## src/rtl/cycle_sequencer_pkg.sv

```systemverilog
// Shared encodings and sizing for the instruction cycle sequencer.
package cycle_sequencer_pkg;

  localparam int SEQ_STEPS   = 4;
  localparam int SEQ_MCYCLES = 8;

  typedef enum logic [1:0] {
    SEQ_BOOT = 2'b00,
    SEQ_RUN  = 2'b01,
    SEQ_HALT = 2'b10
  } seq_state_e;

endpackage

```

## src/rtl/cycle_sequencer_onehot_ring.sv

```systemverilog
// One-hot rotating ring, resets to bit0 and advances left when enabled.
module cycle_sequencer_onehot_ring #(
  parameter int WIDTH = 4
) (
  input  logic             clk,
  input  logic             rst_n,
  input  logic             en,
  output logic [WIDTH-1:0] ring
);

  always_ff @(posedge clk or negedge rst_n) begin
    if (!rst_n) begin
      ring <= WIDTH'(1);
    end else if (en) begin
      ring <= {ring[WIDTH-2:0], ring[WIDTH-1]};
    end
  end

endmodule

```

## src/rtl/cycle_sequencer.sv

```systemverilog
// T-state / M-cycle timing generator with boot-fetch, run and halt sequencing.
//
// state | meaning
// BOOT  | standalone opcode-fetch M-cycle (after reset or wake)
// RUN   | executing instruction M-cycles, count is one-hot
// HALT  | step ring free-runs, count zero, waiting for wake at M-cycle end
module cycle_sequencer
  import cycle_sequencer_pkg::*;
#(
  parameter int STEPS   = SEQ_STEPS,
  parameter int MCYCLES = SEQ_MCYCLES
) (
  input  logic               i_Clk,
  input  logic               i_Rst_n,
  input  logic               i_Stall,
  input  logic               i_IR_Fetch,
  input  logic               i_Halt_Req,
  input  logic               i_Wake,
  output logic [STEPS-1:0]   o_Cycle_Step,
  output logic [MCYCLES-1:0] o_Cycle_Count,
  output logic               o_Run,
  output logic               o_Fetch_Cycle,
  output logic               o_IR_Load,
  output logic               o_M_Cycle_End,
  output logic               o_Halted,
  output logic               o_Seq_Fault
);

  seq_state_e         state, state_nxt;
  logic [MCYCLES-1:0] count, count_nxt;
  logic               fault, fault_nxt;
  logic               ir_load;
  logic               m_end;

  cycle_sequencer_onehot_ring #(.WIDTH(STEPS)) u_step_ring (
    .clk   (i_Clk),
    .rst_n (i_Rst_n),
    .en    (~i_Stall),
    .ring  (o_Cycle_Step)
  );

  assign m_end = o_Cycle_Step[STEPS-1] & ~i_Stall;

  always_ff @(posedge i_Clk or negedge i_Rst_n) begin
    if (!i_Rst_n) begin
      state <= SEQ_BOOT;
      count <= '0;
      fault <= 1'b0;
    end else begin
      state <= state_nxt;
      count <= count_nxt;
      fault <= fault_nxt;
    end
  end

  // Every transition is gated by the M-cycle end so mid-cycle inputs are ignored.
  always_comb begin
    state_nxt = state;
    count_nxt = count;
    fault_nxt = fault;
    ir_load   = 1'b0;
    if (m_end) begin
      case (state)
        SEQ_BOOT: begin
          state_nxt = SEQ_RUN;
          count_nxt = MCYCLES'(1);
          ir_load   = 1'b1;
        end
        SEQ_RUN: begin
          if (i_IR_Fetch && i_Halt_Req) begin
            state_nxt = SEQ_HALT;
            count_nxt = '0;
          end else if (i_IR_Fetch) begin
            count_nxt = MCYCLES'(1);
            ir_load   = 1'b1;
          end else if (count[MCYCLES-1]) begin
            fault_nxt = 1'b1;
          end else begin
            count_nxt = count << 1;
          end
        end
        SEQ_HALT: begin
          count_nxt = '0;
          if (i_Wake) state_nxt = SEQ_BOOT;
        end
        default: begin
          state_nxt = SEQ_BOOT;
          count_nxt = '0;
        end
      endcase
    end
  end

  assign o_Cycle_Count = count;
  assign o_Run         = (state == SEQ_RUN);
  assign o_Fetch_Cycle = (state == SEQ_BOOT);
  assign o_Halted      = (state == SEQ_HALT);
  assign o_Seq_Fault   = fault;
  assign o_IR_Load     = ir_load;
  assign o_M_Cycle_End = m_end;

endmodule

```

## config.mk

```make
export PLATFORM = sky130hd
export DESIGN_NAME = cycle_sequencer
export DESIGN_NICKNAME = d
export VERILOG_FILES = /design/src/rtl/cycle_sequencer_pkg.sv /design/src/rtl/cycle_sequencer_onehot_ring.sv /design/src/rtl/cycle_sequencer.sv
export SDC_FILE = /design/constraint.sdc
export NUM_CORES = 1
export LEC_CHECK = 0
export ABC_CLOCK_PERIOD_IN_PS = 3650
export CORE_MARGIN = 2
export CORE_UTILIZATION = 46
export DETAILED_ROUTE_END_ITERATION = 12
export PLACE_DENSITY = 0.82
export SLEW_MARGIN = 0
export SYNTH_ARGS = -nofsm -noshare
export SYNTH_HDL_FRONTEND = slang
export SYNTH_SLANG_ARGS = --single-unit
```

## constraint.sdc

```tcl
create_clock -name i_Clk -period 3.65 [get_ports i_Clk]
set_input_delay 0.365 -clock i_Clk [delete_from_list [all_inputs] [get_ports i_Clk]]
set_output_delay 0.365 -clock i_Clk [all_outputs]
set_load 0.01 [all_outputs]
```

==> run summary, run 1 <==
The cell area power density came out at 277 nW/µm². The detailed-route DRC error count came out at 0. The clock input transition at the sequential cells of the worst setup and hold paths came out at 0.09 ns. The overall routing resource usage is around 16%.

The multi-input logic area came out at roughly 280 µm². The CTS buffer count is 3. The number of antenna cells inserted came out at 0. In this run the worst path has a maximum fanout of 8. The global placement routability congestion came out at ~0.7.

The number of hold-slack violations in the final timing report is 0. The uppermost metal layer occupied by signal nets is met3. Walking the worst path, the cells encountered are clkdlybuf4s50_1 -> nand2b_1 -> a211oi_1 -> clkdlybuf4s50_1. The floorplan step defined a die boundary enclosing 1870 µm².

The count of routing violations after the opening detailed-route iteration is 2. The clock net in this run drives a total of 15 sinks. TritonCTS built the clock tree. The width of the chip is about 43 µm.

The post-synth net total came out at approximately 70. The count of buffers added on input and output ports is 23. Summed over all layers, the global routing overflow is 0.

The count of hold-fix buffers inserted at cts came out at 0. Once the clock tree was built, the setup fixing pass inserted 0 buffers. The worst clock skew is around 0.0044 ns.

The smallest clock period supported by the final layout is computed as between 2 and 2.5 ns. The synthesized design spends more area on one cell type than any other, namely sky130_fd_sc_hd__dfrtp_1. The fraction of final layout cells with drive strength greater than 1 is about an eighth.

The analysis attributes to cell leakage a power of 0.444 nW. The vias after detailed routing came out at 503. The number of buffers between clock root and the deepest sink came out at 2. The residual antenna-violating net count after detailed routing is 0.

The initialized floorplan defines 14 standard-cell rows. The proportion of netlist area held by the largest area contributor came out at about 50%. The register bit total from synthesis is 15. The slew at the pin closest to its max-slew limit is between 0.6 and 0.7 ns. 24 I/O pins were placed. For this run, the slowest stage of the critical path takes 0.58 ns. The H-tree level count is 1. In this run the critical register-to-register path is launched from state[0]. The commonest cells after synthesis are sky130_fd_sc_hd__dfrtp_1 (14), sky130_fd_sc_hd__nand2_1 (9), sky130_fd_sc_hd__inv_1 (8). Counting distinct cell types in the post-synthesis netlist gives 23. Of all flip-flops after synthesis, the portion carrying an async set or reset was 100%. For flop-to-flop paths, the worst setup slack is around 2.3 ns. The worst voltage drop across the vdd grid came out at approximately 180 µV. The placed wire-length estimate is 1020 µm.

Measured in cells, the most critical reg-to-reg path has a length of 3. The max-capacitance violation count is 0. The cell at the root of the clock tree is sky130_fd_sc_hd__clkbuf_4. The number of detailed-route iterations in the first pass came out at 2. The met2 layer wire length in the routed design came out at 681 µm. The slowest library cell on the worst path is sky130_fd_sc_hd__clkdlybuf4s50_1. STA classifies the critical path endpoint as an output port. The overall power came out at roughly 0.00027 W. The count of mapped cells out of synthesis is 62. Broken down by cell family, the worst path's largest delay share belongs to buffers and inverters. Counting the fill cells in the layout gives roughly 130.

From synthesis to final layout, the design area changed by 36.8%. The count of flip-flops with a built-in enable after synthesis is 0. By area the synthesized netlist is led by sky130_fd_sc_hd__dfrtp_1 (50%), sky130_fd_sc_hd__mux2i_1 (8.5%), sky130_fd_sc_hd__nand2_1 (4.8%).

Setup repair after global routing left no endpoint under its margin. The placeable core area is between 1000 and 1500 µm². The register area share after synthesis came out at 53.3%. The net count reported at finish is 94. The met3 wirelength from detailed routing came out at around 43 µm. Static timing analysis puts the maximum clock frequency at between 400 and 500 MHz. The average wire per cell in the routed design came out at 12.9 µm. Dividing the detail-routed via count by the number of cells gives between 4 and 5. The category of the most critical setup path is in -> out. The fraction of the cycle the final worst path needs came out at between 60% and 70%. The later pin in the worst-skew pair is clocked with a latency of approximately 0.27 ns. The min-delay analysis places its worst path in the category in -> async.

The required time of the critical path is roughly 3.3 ns. The worst hold margin came out at roughly 0.49 ns. The end of the worst register-to-register path is o_Cycle_Count[6]. The wire length reported by the detailed router came out at between 1000 and 1500 µm. STA classifies the critical path startpoint as an input pin.

The setup-violating endpoint count in the final report is 0. The die is roughly 43 µm tall. The register area is 377 µm². The effective utilization at floorplan is between 40% and 50%. The via count of the first global-routing pass came out at about 510. The number of buffer and inverter instances along the worst setup path came out at 2. The pin count of the biggest net entering global routing is 16. The first-pass GRT wire length is between 2000 and 2500 µm. After clock tree synthesis, the repair step resized 0 gates. The number of max-slew violations in the final report is 0. In this design, the critical path's most frequently occurring cell is sky130_fd_sc_hd__clkdlybuf4s50_1. The most common cell in the synthesized netlist is sky130_fd_sc_hd__dfrtp_1. The run finished with clean final reports. The routed length on met1 came out at 609 µm. The endpoint arrival time on the critical path is about 2.1 ns.

The average footprint of a synthesized cell is approximately 11 µm². The number of warnings reported in the yosys synthesis log is 0. The accumulated negative setup slack is 0 ns.

The number of antenna violations at the first check in global routing came out at 0. Among all flip-flop cells after synthesis, the most frequent one is sky130_fd_sc_hd__dfrtp_1. Headroom to the max-slew limit came out at ~56%. The synthesized area is 707 µm².
## cell type report
class                   count  share of cell area [%]
multi-input cells          37                    29.4
flip-flops and latches     15                    38.9
inverters                   8                    3.10
clock buffers               4                    2.72
repair buffers             23                    23.8
well taps                  16                    2.07
## metal layers
| metal | vias up | GRT usage (%) |
|---|---|---|
| li1 | 255 | - |
| met1 | 238 | 19.2 |
| met2 | 10 | 26.6 |
| met3 | 0 | 1.70 |
| met4 | 0 | 7.27 |
| met5 | - | 0 |
## registers in the layout (all words and copies together) (netlist names)
| signal | flops |
|---|---|
| o_Seq_Fault | 1 |
| o_Cycle_Count | 8 |
| state | 2 |
| u_step_ring.ring | 4 |
## cells by family (layout without fill, tap and decap cells)
family,after synthesis,in the layout,share of synthesized area (%)
AO/OA/AOI/OAI,8,8,9.38
multiplexers,9,9,13.3
flip-flops,15,15,53.3
buffers and inverters,10,35,6.55
AND/OR/NAND/NOR,20,20,17.5
## through the flow
stage	setup WS (ns)	util [%]	cells	instance area, µm²
after floorplan	2.27	-	62	707
after global placement	1.23	63.9	99	941
after detailed placement	1.19	63.9	99	941
after CTS	1.17	65.7	103	967
after global routing	1.08	65.7	103	967
final	1.19	65.7	103	967
## cell usage in the layout, fill, tap and decap left out
master	netlist	final
sky130_fd_sc_hd__clkdlybuf4s50_1	0	23
sky130_fd_sc_hd__dfrtp_1	14	14
sky130_fd_sc_hd__nand2_1	9	9
sky130_fd_sc_hd__inv_1	8	8
sky130_fd_sc_hd__mux2i_1	6	6
sky130_fd_sc_hd__nor2_1	4	4
sky130_fd_sc_hd__mux2_2	3	3
sky130_fd_sc_hd__clkbuf_4	0	3
sky130_fd_sc_hd__nand2b_1	2	2
sky130_fd_sc_hd__and2b_1	1	1
sky130_fd_sc_hd__nor2b_1	1	1
sky130_fd_sc_hd__a211oi_1	1	1
sky130_fd_sc_hd__nor4b_4	1	1
sky130_fd_sc_hd__nor3b_4	1	1
sky130_fd_sc_hd__a21oi_4	1	1
sky130_fd_sc_hd__o21ai_0	1	1
sky130_fd_sc_hd__nand4_1	1	1
sky130_fd_sc_hd__a21oi_1	1	1
sky130_fd_sc_hd__a31o_2	1	1
sky130_fd_sc_hd__o21bai_1	1	1
sky130_fd_sc_hd__a311oi_1	1	1
sky130_fd_sc_hd__a21o_1	1	1
sky130_fd_sc_hd__clkbuf_1	0	1
sky130_fd_sc_hd__dfstp_2	1	1
## worst max-delay path by stage
stage,from,depth (start not counted),slack (ns),to
floorplan,i_Stall,3,2.27,o_IR_Load
finish,i_Stall,4,1.19,o_IR_Load
global placement,i_Stall,4,1.23,o_IR_Load
global route,i_Stall,4,1.08,o_IR_Load
CTS,i_Stall,4,1.17,o_IR_Load
detailed placement,i_Stall,4,1.19,o_IR_Load
## worst register-to-register path, cell delays in order (launching register included)
cell and delay (ns):
sky130_fd_sc_hd__dfrtp_1 0.48, sky130_fd_sc_hd__nor3b_4 0.22, sky130_fd_sc_hd__a21oi_4 0.32, sky130_fd_sc_hd__mux2i_1 0.22
## where the power goes
group | internal (W) | total (W) | switching [W]
Clock | 0.0000423 | 0.0000905 | 0.0000483
Sequential | 0.000166 | 0.000166 | 0
Combinational | 0.00000574 | 0.0000118 | 0.00000603
Power figures use the tool's default switching activity.
==> run 2, diff against run 1 <==
ABC_CLOCK_PERIOD_IN_PS = 2500   (was 3650)
CORE_UTILIZATION = 43   (was 46)
PLACE_DENSITY = 0.77   (was 0.82)
clock period = 2.5 ns   (was 3.65 ns; I/O delays follow)
==> run 2 against run 1 <==
  * Utilization is 1.7 points lower
  * First-iteration DRC count grew to 4.0 times the previous value
  * Count of clock-buffer cells in the layout is 1 lower
  * Global-route usage is 1.1 points higher
  * Clock skew is 0.0031 ns lower
  * Largest cell class unchanged
  * Highest routed layer is now met4
==> run summary, run 2 (same netlist as run 1, synthesis figures left out) <==
The final critical delay including setup and external delays is 2.10 ns. The placed wire-length estimate is 1020 µm (about the same). The slew at the pin closest to its max-slew limit is 0.659 ns (was 0.665 ns). Run status: completed (unchanged). The clock sink total was 15 (unchanged).

The first-pass GRT wire length is 2350 µm (was 2180 µm). The worst slack at placement is 0.403 ns (was 1.19 ns). The number of detailed-route iterations in the first pass is 4 (was 2). The number of max-slew violations in the final report came out at 0 (unchanged). The clock latency of the later-clocked register in the worst-skew pair came out at 0.28 ns (was 0.27 ns). The category of the most critical setup path is in -> out (unchanged). The worst clock skew was 0.00132 ns (was 0.00439 ns). The met2 layer wire length in the routed design is 677 µm (was 681 µm). The number of buffers inserted to repair setup after CTS came out at 0 (unchanged). Dividing the final minimum period by the clock period gives 84.2%. The worst voltage drop across the vdd grid is 201 µV (was 180 µV). The count of routing violations after the opening detailed-route iteration is 8 (was 2). The placeable core area came out at 1520 µm² (was 1470 µm²). CP Cell Sequence: clkdlybuf4s50_1 -> nand2b_1 -> a211oi_1 -> clkdlybuf4s50_1 (unchanged). The number of cell rows is 14 (unchanged). The net count reported at finish came to 95 (was 94). The H-tree level count is 1 (unchanged).

The count of hold-fix buffers inserted at cts came out at 0 (unchanged). The static leakage came out at 0.451 nW (was 0.444 nW). The number of antenna cells inserted came out at 0 (unchanged). The maximum cell stage delay along the critical path came to 0.63 ns (was 0.58 ns). The required time of the critical path came to 2.25 ns (was 3.28 ns).

The setup-violating endpoint count in the final report came out at 0 (unchanged). The fraction of final layout cells with drive strength greater than 1 is 14.8% (was 12.6%). The cell count after placement came to 100 (was 99). The effective utilization at floorplan came to 46.4% (was 48.0%).

The cell at the root of the clock tree is sky130_fd_sc_hd__clkbuf_4 (unchanged). The wire length reported by the detailed router is 1370 µm (was 1330 µm). The met3 wirelength from detailed routing came out at 62 µm (was 43 µm).

The average wire per cell in the routed design is 13.1 µm (was 12.9 µm). The count of filler cells inserted in the layout came to 125 (unchanged). The residual overflow from global routing came to 0 (unchanged). The height of the chip is 44.5 µm (was 43.2 µm). The accumulated negative setup slack came to 0 ns (unchanged).

The pin count of the biggest net entering global routing is 16 (unchanged). Unrepaired setup endpoints after global routing: no (unchanged). The worst min-delay path category was in -> async (unchanged). The slowest library cell on the worst path is sky130_fd_sc_hd__clkdlybuf4s50_1 (unchanged). The number of instances resized during post-cts repair came to 0 (unchanged).

The vias after detailed routing is 535 (was 503). The final standard cell count with taps included and fillers excluded was 104 (was 103). The gate family responsible for the most delay along the worst path is buffers and inverters (unchanged). The overall routing resource usage was 16.7% (was 15.5%). The via count of the first global-routing pass is 536 (was 508). The clock tree from TritonCTS is done (unchanged). The endpoint arrival time on the critical path is 1.85 ns (was 2.10 ns).

The startpoint class of the critical path is an input pin (unchanged). The number of hold-slack violations in the final timing report came out at 0 (unchanged). The maximum clock frequency came out at about 480 MHz. The remaining max-slew budget at the tightest pin came out at 55.9% (was 55.6%). The final critical-path setup slack came out at 0.395 ns (was 1.19 ns). The routed length on met1 came to 614 µm (was 609 µm). The worst hold margin is 0.366 ns (was 0.486 ns). The max-capacitance violation count came out at 0 (unchanged). The count of port buffers added during placement came out at 23 (unchanged).

The overall power was 0.000396 W (was 0.000268 W). The number of flip-flops under the largest register name came to 8 (unchanged). The total I/O pin count was 24 (unchanged). The number of buffers between clock root and the deepest sink came out at 2 (unchanged).

The global placement routability congestion is 0.697 (was 0.694). The detailed-route DRC error count came to 0 (unchanged). The clock input transition at the sequential cells of the worst setup and hold paths is 0.09 ns (about the same). The total die area is 1980 µm² (was 1870 µm²).

The number of antenna violations at the first check in global routing is 0 (unchanged). The width of the chip came out at 44.5 µm (was 43.2 µm). Commonest cells after routing, fill and taps aside: sky130_fd_sc_hd__clkdlybuf4s50_1 (23), sky130_fd_sc_hd__dfrtp_1 (14), sky130_fd_sc_hd__nand2_1 (9) (unchanged). The residual antenna-violating net count after detailed routing came to 0 (unchanged). The uppermost metal layer occupied by signal nets is met4 (was met3). The leading cell type in the layout, fill and taps excluded was sky130_fd_sc_hd__clkdlybuf4s50_1 (unchanged). The maximum net fanout on the critical path came to 5 (was 8). The cell area power density came out at 406 nW/µm² (was 277 nW/µm²). The cell seen most often among critical-path stages was sky130_fd_sc_hd__clkdlybuf4s50_1 (unchanged). The CTS buffer count came to 3 (unchanged). The area growth from synthesis to final layout came out at 38.1% (was 36.8%). The number of vias per cell after detailed routing is 5.14 (was 4.88). The number of buffer and inverter instances along the worst setup path is 2 (unchanged). The capturing element type of the critical path was an output port (unchanged).
## run 2: layout make-up
type	count	area [µm²]	area share, %
inverter	8	30.0	3.08
multi-input combinational	37	284	29.1
tap	16	20.0	2.05
timing repair buffer	24	238	24.4
clock inverter	1	5.00	0.513
clock buffer	3	22.5	2.31
sequential	15	377	38.6
## run 2: report_power, final
group | internal, W | switching [W] | leakage, nW
registers | 0.000242 | 0 | 0.169
clock network | 0.0000593 | 0.0000769 | 0.0177
logic | 0.00000839 | 0.00000904 | 0.264
total | 0.000310 | 0.0000859 | 0.451
## run 2: through the flow
step                util [%]  instance area (µm²)
floorplan                  -                  707
global placement        62.2                  948
detailed placement      62.2                  948
CTS                     64.0                  976
global route            64.0                  976
finish                  64.0                  976
## run 2: routing by layer
metal / GRT usage, % / vias up
li1: - / 256
met2: 26.7 / 13
met1: 19.9 / 264
met3: 4.90 / 2
met5: 0 / -
met4: 9.09 / 0
## run 2: final timing paths
path                             startpoint               end  slack [ns]  cells past startpoint
worst max-delay path             i_IR_Fetch         o_IR_Load        0.40                      4
worst min-delay path                i_Rst_n  o_Cycle_Count[4]        0.37                      1
worst max register to register     state[0]  o_Cycle_Count[5]        1.21                      3
worst min register to register  o_Seq_Fault       o_Seq_Fault        0.48                      1
max in group asynchronous           i_Rst_n  o_Cycle_Count[7]        1.72                      1
min in group i_Clk              o_Seq_Fault       o_Seq_Fault        0.48                      1
## run 2: worst reg2reg max path, cell delays in order (launching register included)
cell                      delay, ns
sky130_fd_sc_hd__dfrtp_1       0.47
sky130_fd_sc_hd__nor3b_4       0.21
sky130_fd_sc_hd__a21oi_4       0.32
sky130_fd_sc_hd__mux2i_1       0.22
==> run 3, diff against run 2 <==
ABC_CLOCK_PERIOD_IN_PS = 2000   (was 2500)
clock period = 2 ns   (was 2.5 ns; I/O delays follow)
==> run 3 against run 2 <==
  * Sequential share of layout area is 0.54 points lower
  * Clock power rose by 25%
  * Largest cell class unchanged
  * Global-route usage increased by 0.64 points
  * First-iteration DRC count grew 25%
  * Cell count is 1.9% higher
  * Critical path type unchanged
  * Critical path depth stayed put
  * Via count down 1.5%
  * Utilization is 0.90 points higher
  * Clock skew hardly changed
  * Non-clock buffer count rose by 2
  * Largest power group unchanged
==> run summary, run 3 (same netlist as run 1, synthesis figures left out) <==
Run status: completed (unchanged). The accumulated negative setup slack came out at 0 ns (unchanged). The detailed-route DRC error count is 0 (unchanged). The setup-violating endpoint count in the final report is 0 (unchanged).

The gate family responsible for the most delay along the worst path is buffers and inverters (unchanged). The cell seen most often among critical-path stages is sky130_fd_sc_hd__clkdlybuf4s50_1 (unchanged). The count of hold-fix buffers inserted at cts came out at 0 (unchanged). The worst min-delay path category is in -> async (unchanged). The overall routing resource usage is 17.3% (was 16.7%). The wire length reported by the detailed router came out at 1460 µm (was 1370 µm). The static leakage came to 0.458 nW (was 0.451 nW).

The width of the chip came out at 44.5 µm (unchanged). The endpoint arrival time on the critical path is 1.71 ns (was 1.85 ns). The number of vias per cell after detailed routing is 4.97 (was 5.14). The maximum clock frequency came out at between 500 and 600 MHz. The maximum net fanout on the critical path is 3 (was 5).

The number of antenna violations at the first check in global routing is 0 (unchanged). The cell count after placement was 102 (was 100). The average wire per cell in the routed design is 13.8 µm (was 13.1 µm). The first-pass GRT wire length is 2500 µm (was 2350 µm).

The number of buffer and inverter instances along the worst setup path was 2 (unchanged). The category of the most critical setup path is in -> out (unchanged). The vias after detailed routing was 527 (was 535). CP Cell Sequence: clkdlybuf4s50_1 -> nand2b_1 -> a211oi_1 -> clkdlybuf4s50_1 (unchanged).

The residual overflow from global routing came to 0 (unchanged). The cell area power density is 502 nW/µm² (was 406 nW/µm²). The worst setup slack for register-to-register paths came out at 0.66 ns (was 1.21 ns). The number of buffers inserted to repair setup after CTS came out at 0 (unchanged). The clock tree from TritonCTS is done (unchanged). The number of instances resized during post-cts repair came out at 0 (unchanged). The height of the chip came to 44.5 µm (unchanged). The area growth from synthesis to final layout came out at 40.0% (was 38.1%). The number of antenna cells inserted is 0 (unchanged). The placed wire-length estimate is 1100 µm (was 1020 µm).

Commonest cells after routing, fill and taps aside: sky130_fd_sc_hd__clkdlybuf4s50_1 (23), sky130_fd_sc_hd__dfrtp_1 (14), sky130_fd_sc_hd__nand2_1 (9) (unchanged). The via count of the first global-routing pass came to 546 (was 536). The count of port buffers added during placement was 23 (unchanged). The placeable core area came out at 1520 µm² (unchanged). The max-capacitance violation count is 0 (unchanged). The fraction of final layout cells with drive strength greater than 1 came out at 15.6% (was 14.8%).

The area of placed instances came out at 963 µm² (was 948 µm²). The pin count of the biggest net entering global routing is 16 (unchanged). The number of flip-flops under the largest register name is 8 (unchanged). The final standard cell count with taps included and fillers excluded is 106 (was 104). The residual antenna-violating net count after detailed routing came out at 0 (unchanged). The capturing element type of the critical path is an output port (unchanged). The CTS buffer count is 3 (unchanged). The effective utilization at floorplan came out at 46.4% (unchanged).

The area of all placed cells without fillers is 990 µm² (was 976 µm²). The worst voltage drop across the vdd grid came to 492 µV (was 201 µV). The net count reported at finish came out at 97 (was 95). The worst slack at placement was 0.0969 ns (was 0.403 ns). The H-tree level count is 1 (unchanged). The number of cell rows came out at 14 (unchanged).

The number of buffers between clock root and the deepest sink came to 2 (unchanged). The total die area is 1980 µm² (unchanged). The number of max-slew violations in the final report came to 0 (unchanged). Unrepaired setup endpoints after global routing: no (unchanged). The slew at the pin closest to its max-slew limit is 0.657 ns (was 0.659 ns).

The number of detailed-route iterations in the first pass is 3 (was 4). The maximum cell stage delay along the critical path came out at 0.60 ns (was 0.63 ns). The global placement routability congestion came to 0.688 (was 0.697). The clock latency of the later-clocked register in the worst-skew pair is 0.28 ns (about the same). The total I/O pin count is 24 (unchanged). The required time of the critical path is 1.80 ns (was 2.25 ns). The final critical-path setup slack came out at 0.0876 ns (was 0.395 ns). The worst clock skew is 0.00117 ns (was 0.00132 ns). The number of hold-slack violations in the final timing report is 0 (unchanged).

The startpoint class of the critical path is an input pin (unchanged). The leading cell type in the layout, fill and taps excluded is sky130_fd_sc_hd__clkdlybuf4s50_1 (unchanged). The count of routing violations after the opening detailed-route iteration came out at 10 (was 8). The clock sink total was 15 (unchanged).

The final critical delay including setup and external delays came out at roughly 1.9 ns. The cell at the root of the clock tree is sky130_fd_sc_hd__clkbuf_4 (unchanged). The fraction of the cycle the final worst path needs is a little over nine tenths.

The slowest library cell on the worst path is sky130_fd_sc_hd__clkdlybuf4s50_1 (unchanged). The clock input transition at the sequential cells of the worst setup and hold paths came out at 0.08 ns (was 0.09 ns). The remaining max-slew budget at the tightest pin is 56.1% (was 55.9%).
==> run 3: changes by cell type in the layout (fill, tap and decap cells not counted) <==
cell,delta
sky130_fd_sc_hd__buf_4,+2
sky130_fd_sc_hd__clkbuf_1,+1
sky130_fd_sc_hd__clkinv_2,-1
==> run 3: worst paths after layout <==
kind	startpoint	to	cells after the start
worst max-delay path	i_Halt_Req	o_IR_Load	4
worst min-delay path	i_Rst_n	o_Cycle_Count[6]	1
worst min register to register	u_step_ring.ring[0]	u_step_ring.ring[0]	2
worst max register to register	state[0]	o_Cycle_Count[5]	3
max in group asynchronous	i_Rst_n	u_step_ring.ring[2]	1
min in group i_Clk	u_step_ring.ring[0]	u_step_ring.ring[0]	2
==> run 3: layout make-up <==
type                       instances  area, µm²
fill                             124        534
clock buffer                       4       26.3
inverter                           8       30.0
tap                               16       20.0
sequential                        15        377
multi-input combinational         37        284
timing repair buffer              26        253
==> run 3: per-stage QoR <==
stage	total power (W)	util (%)	hold WS [ns]
6_report	0.000497	64.9	0.318
3_3_place_gp	0.000334	63.2	0.456
3_5_place_dp	0.000334	63.2	0.471
4_1_cts	0.000505	64.9	0.340
2_1_floorplan	0.000312	-	-0.0956
5_1_grt	0.000522	64.9	0.360
==> run 3: report_power, final <==
part	internal [W]	switching, W	total [W]
combinational	0.0000129	0.0000114	0.0000244
clock	0.0000774	0.0000925	0.000170
sequential	0.000303	0	0.000303
==> run 3: routing by layer <==
metal,global-route usage (%),part of all wire (%),vias to the layer above
met5,0,0,-
met3,4.08,2.8,2
met2,25.5,49,10
met1,24.5,47,255
li1,-,-,260
met4,6.67,0.75,0
==> run 3: worst register-to-register path: stages, from the launching register on <==
cell and delay [ns]:
sky130_fd_sc_hd__dfrtp_1 0.48, sky130_fd_sc_hd__nor3b_4 0.22, sky130_fd_sc_hd__a21oi_4 0.33, sky130_fd_sc_hd__mux2i_1 0.24
